===== src/rtl/soc_system_button_in_pio.sv =====
// Avalon-MM input PIO: 2-flop sync + per-bit debounce + press-edge capture with maskable level irq.
// Latency: stable follows a clean pin change 2+DEBOUNCE_CYCLES clocks later; reads are zero wait state, no backpressure.
module soc_system_button_in_pio #(
  parameter int WIDTH           = 3,
  parameter int DEBOUNCE_CYCLES = 50000,
  parameter int CNT_W           = 16
) (
  input  logic             clk,
  input  logic             reset_n,
  input  logic [1:0]       address,
  input  logic             chipselect,
  input  logic             write_n,
  input  logic [31:0]      writedata,
  input  logic [WIDTH-1:0] in_port,
  output logic [31:0]      readdata,
  output logic             irq
);

  localparam logic [CNT_W-1:0] CNT_MAX = CNT_W'(DEBOUNCE_CYCLES - 1);

  logic [WIDTH-1:0] s1, s2;
  logic [WIDTH-1:0] stable, stable_nxt;
  logic [CNT_W-1:0] cnt     [WIDTH];
  logic [CNT_W-1:0] cnt_nxt [WIDTH];
  logic [WIDTH-1:0] irq_mask;
  logic [WIDTH-1:0] edge_capture;
  logic [WIDTH-1:0] press;
  logic [WIDTH-1:0] ec_clr;
  logic             wr_mask;
  logic             wr_ec;

  assign wr_mask = chipselect & ~write_n & (address == 2'd2);
  assign wr_ec   = chipselect & ~write_n & (address == 2'd3);
  assign ec_clr  = wr_ec ? writedata[WIDTH-1:0] : '0;

  // Idle-high pins: sync stages reset to 1 so reset release never looks like a press.
  always_ff @(posedge clk or negedge reset_n) begin
    if (!reset_n) begin
      s1 <= '1;
      s2 <= '1;
    end else begin
      s1 <= in_port;
      s2 <= s1;
    end
  end

  // Any cycle where s2 agrees with stable restarts the run, so glitches shorter than the window vanish.
  always_comb begin
    stable_nxt = stable;
    for (int i = 0; i < WIDTH; i++) begin
      cnt_nxt[i] = '0;
      if (s2[i] != stable[i]) begin
        if (cnt[i] == CNT_MAX) begin
          stable_nxt[i] = s2[i];
        end else begin
          cnt_nxt[i] = cnt[i] + CNT_W'(1);
        end
      end
    end
  end

  always_ff @(posedge clk or negedge reset_n) begin
    if (!reset_n) begin
      stable <= '1;
      for (int i = 0; i < WIDTH; i++) cnt[i] <= '0;
    end else begin
      stable <= stable_nxt;
      for (int i = 0; i < WIDTH; i++) cnt[i] <= cnt_nxt[i];
    end
  end

  assign press = stable & ~stable_nxt;

  // Set beats clear in the same clock so a press landing on a W1C write is never lost.
  always_ff @(posedge clk or negedge reset_n) begin
    if (!reset_n) begin
      irq_mask     <= '0;
      edge_capture <= '0;
    end else begin
      if (wr_mask) irq_mask <= writedata[WIDTH-1:0];
      edge_capture <= (edge_capture & ~ec_clr) | press;
    end
  end

  assign irq = |(edge_capture & irq_mask);

  always_comb begin
    readdata = '0;
    if (chipselect) begin
      case (address)
        2'd0:    readdata = 32'(stable);
        2'd2:    readdata = 32'(irq_mask);
        2'd3:    readdata = 32'(edge_capture);
        default: readdata = '0;
      endcase
    end
  end

endmodule


===== config.mk =====
export PLATFORM = sky130hd
export DESIGN_NAME = soc_system_button_in_pio
export DESIGN_NICKNAME = d
export VERILOG_FILES = /design/src/rtl/soc_system_button_in_pio.sv
export SDC_FILE = /design/constraint.sdc
export NUM_CORES = 1
export LEC_CHECK = 0
export ABC_AREA = 1
export BUFFER_PORTS_ARGS = -buffer_cell sky130_fd_sc_hd__buf_4
export CORE_MARGIN = 4
export CORE_UTILIZATION = 45
export CTS_CLUSTER_DIAMETER = 50
export DETAILED_ROUTE_END_ITERATION = 10
export PLACE_DENSITY = 0.68
export SKIP_LAST_GASP = 1
export SYNTH_ARGS = -nofsm -noshare
export SYNTH_HDL_FRONTEND = slang
export SYNTH_SLANG_ARGS = --single-unit

===== constraint.sdc =====
create_clock -name clk -period 2.8 [get_ports clk]
set_input_delay 0.14 -clock clk [delete_from_list [all_inputs] [get_ports clk]]
set_output_delay 0.14 -clock clk [all_outputs]
set_load 0.02 [all_outputs]

==> results.cfg <==
[sta]
rsz0062_at_grt = no
min_period_ps = 1653
hold_viol = 0
skew_ps = 9.177
setup_ws_ps = 1147
relSlewSlack_pct = 48.93
layout_worst_path_cycle_share_pct = 59.02
tns_ps = 0
slew_viol_final = 0
fmax_ghz = 0.6051
tightest_slew_ps = 766.0
whs_ps = 82.80
setup_violations = 0

[pwr]
leakage_nw = 1.919
pwr-share-clk_pct = 41.0
p_per_area_nw_per_um2 = 491.3
pwr-share-seq_pct = 50.7
comb_power_share_pct = 8.2
power.switching_mw = 0.4596
internal-power_mw = 1.456
ir_drop_v = 0.0003458
swShare_pct = 23.99

[clock_tree]
htreeDepth = 3
clk_latency_ps = 340
cts_buffers = 9
cts_tree = done
cts-root-buf = clkbuf_8
clockBufferDepth = 2
post-cts-setup-buffer-count = 0
clock-sinks = 63
clk_pin_slew_ps = 70

[worst_setup_path]
reg2reg_depth = 6
r2r_setup_slack_ps = 1150
critPathMaxStageDelay_ps = 400
timing.rr.start = cnt[32]$_DFF_PN0_
crit_type = flip-flop to flip-flop
timing.rr.end = cnt[40]$_DFF_PN0_
slowest_stage = dfrtp_1
path_delay_family = simple AND/OR/NAND/NOR gates
cp.required_ps = 3010
crit_top_cell = nor2_1
cp.arrival_ps = 1860
crit_buf_inv = 0
cp_cell_sequence = ha_1 > nand3_1 > nor2_1 > nand2_2 > nand2_1 > nor2_1
cp-end-kind = flip-flop
worstPathMaxFanout = 6
worstSetupStartpointType = flip-flop

[status]
status = finished, final reports clean

[routing]
viasPerCell = 4.597
num_vias = 2818
wl_mm = 6.810
wl_per_cell_um = 11.11
drt_first_pass_iters = 6
ant_nets = 0
drt_iter0_markers = 136
drc_errors = 0

[synth]
synth-seq-cells = 63
yosysUniqueCellTypes = 22
synth_top_area_share_pct = 38.23
netlist_area_um2 = 3535
synth.most_common_cell = nand2_1
async_flop_share_pct = 100.0
yosys.area.top_type = dfrtp_1
synthTopCellsByArea = dfrtp_1 38%, nand2_1 12%, nor2_1 11%
ys_seq_area_share_pct = 44.92
synth_edf_count = 0
syn_inst = 477
synth_commonest_cells = 116 x nand2_1, 105 x nor2_1, 57 x inv_1
ys.flop_type = dfrtp_1
postSynthAreaPerCell_um2 = 7.410
yosysWarnings = 0

[layout]
nNetsFinal = 550
layout-drive-gt1-share_pct = 8.219
syn2layout_area_growth_pct = 10.30
final_cell_count_no_fill = 613
diodes = 0
final_cell_area_um2 = 3899

[grt]
grt_pass1_wl_mm = 12.14
grt_max_degree = 64
grt_usage_pct = 15.65
overflow = 0
antenna_found_initial = 0
grt_pass1_vias = 2821

[floorplan]
ios = 74
die_h_um = 96.63
start_util_pct = 45.98
core_um2 = 7687
dieArea_um2 = 9336
rows = 32
dieWidth_um = 96.63

[worst_hold_path]
holdPathStages = 3
hold_end = irq_mask[1]$_DFFE_PN0P_
min_from = writedata[1]
hp-class = input port to flip-flop

[placement]
placed_area_um2 = 3662
dpl.hpwl_mm = 5.089
gp_congestion = 0.8755
dp_cells = 593
portBuffers = 15
place_ws_ps = 1160

[flow_run]
max_cap_viol_count = 0
==> worst max-delay path by stage <==
stage	depth (start not counted)	slack, ps	start	endpoint
5_1_grt	6	970	cnt[0]$_DFF_PN0_	cnt[8]$_DFF_PN0_
3_5_place_dp	6	1160	cnt[0]$_DFF_PN0_	cnt[8]$_DFF_PN0_
6_report	6	1150	cnt[32]$_DFF_PN0_	cnt[40]$_DFF_PN0_
2_1_floorplan	6	1460	cnt[0]$_DFF_PN0_	cnt[14]$_DFF_PN0_
3_3_place_gp	6	1180	cnt[0]$_DFF_PN0_	cnt[14]$_DFF_PN0_
4_1_cts	6	1140	cnt[32]$_DFF_PN0_	cnt[40]$_DFF_PN0_
==> through the flow <==
step                util, %  total power [mW]
finish                50.72             1.915
global route          50.72             2.012
CTS                   50.72             1.947
detailed placement    47.64             1.144
global placement      47.64             1.139
floorplan                 -             1.112
==> power groups by stage <==
stage	Sequential (mW)	Combinational (mW)	Clock, mW
2_1_floorplan	0.981	0.132	0
3_3_place_gp	0.986	0.153	0
3_5_place_dp	0.988	0.156	0
4_1_cts	0.971	0.161	0.815
5_1_grt	0.976	0.181	0.856
6_report	0.972	0.158	0.786
==> per-layer routing <==
metal | global-route usage, % | up-vias | wire (um)
met5 | 0 | - | 0
met4 | 5.616 | 0 | 112
met3 | 4.326 | 13 | 275
met2 | 26.91 | 53 | 3343
met1 | 18.74 | 1290 | 3078
li1 | - | 1462 | -
==> sequential cells by signal, indices dropped and copies added (netlist names) <==
name	cells
cnt	48
edge_capture	3
irq_mask	3
s1	3
s2	3
stable	3
==> area by class of cell <==
class	instances	area, um2
fill	725	3789
multi-input combinational	355	1617
sequential	63	1588
inverter	58	217.7
clock buffer	15	166.4
timing repair buffer	19	152.6
tap	102	127.6
clock inverter	1	30.03
==> tightest hold or removal path, delay by kind of cell <==
family	cells	cell delay, ps
buffers and inverters	2	150
AO/OA/AOI/OAI	1	80
==> logic make-up after synthesis <==
logic type / count (synthesis) / synth area share (%)
compound gates: 27 / 4.248
buf+inv: 87 / 12.32
xor+xnor: 24 / 6.159
other cells: 1 / 0.1061
fa+ha+maj: 3 / 1.062
flops: 63 / 44.92
simple gates: 272 / 31.19
==> cells in the final DEF (no fill, tap or decap) <==
cell type | synthesis | layout
dfrtp_1 | 54 | 54
clkbuf_1 | 0 | 4
nor2_1 | 105 | 105
o21bai_1 | 6 | 6
nand2_2 | 1 | 1
nor3_1 | 6 | 6
nand4_1 | 2 | 2
nand3_2 | 1 | 1
bufinv_16 | 0 | 1
clkbuf_8 | 0 | 11
nor3b_2 | 1 | 1
dlygate4sd3_1 | 0 | 4
o21ai_0 | 9 | 9
buf_4 | 29 | 15
conb_1 | 1 | 29
inv_1 | 57 | 57
xor2_2 | 1 | 1
inv_2 | 1 | 1
xor2_1 | 19 | 19
ha_1 | 3 | 3
nand3_1 | 39 | 39
dfstp_2 | 9 | 9
xnor2_1 | 4 | 4
nand2_1 | 116 | 116
nor2_2 | 1 | 1
a21oi_1 | 12 | 12
==> what timing repair did <==
item                                   in CTS  in global routing
hold buffers                                4                  0
setup endpoints to repair                   0                  0
endpoints found under the hold margin      57                  0
gates resized for setup                     0                  0
(Power assumes the default switching activity.)
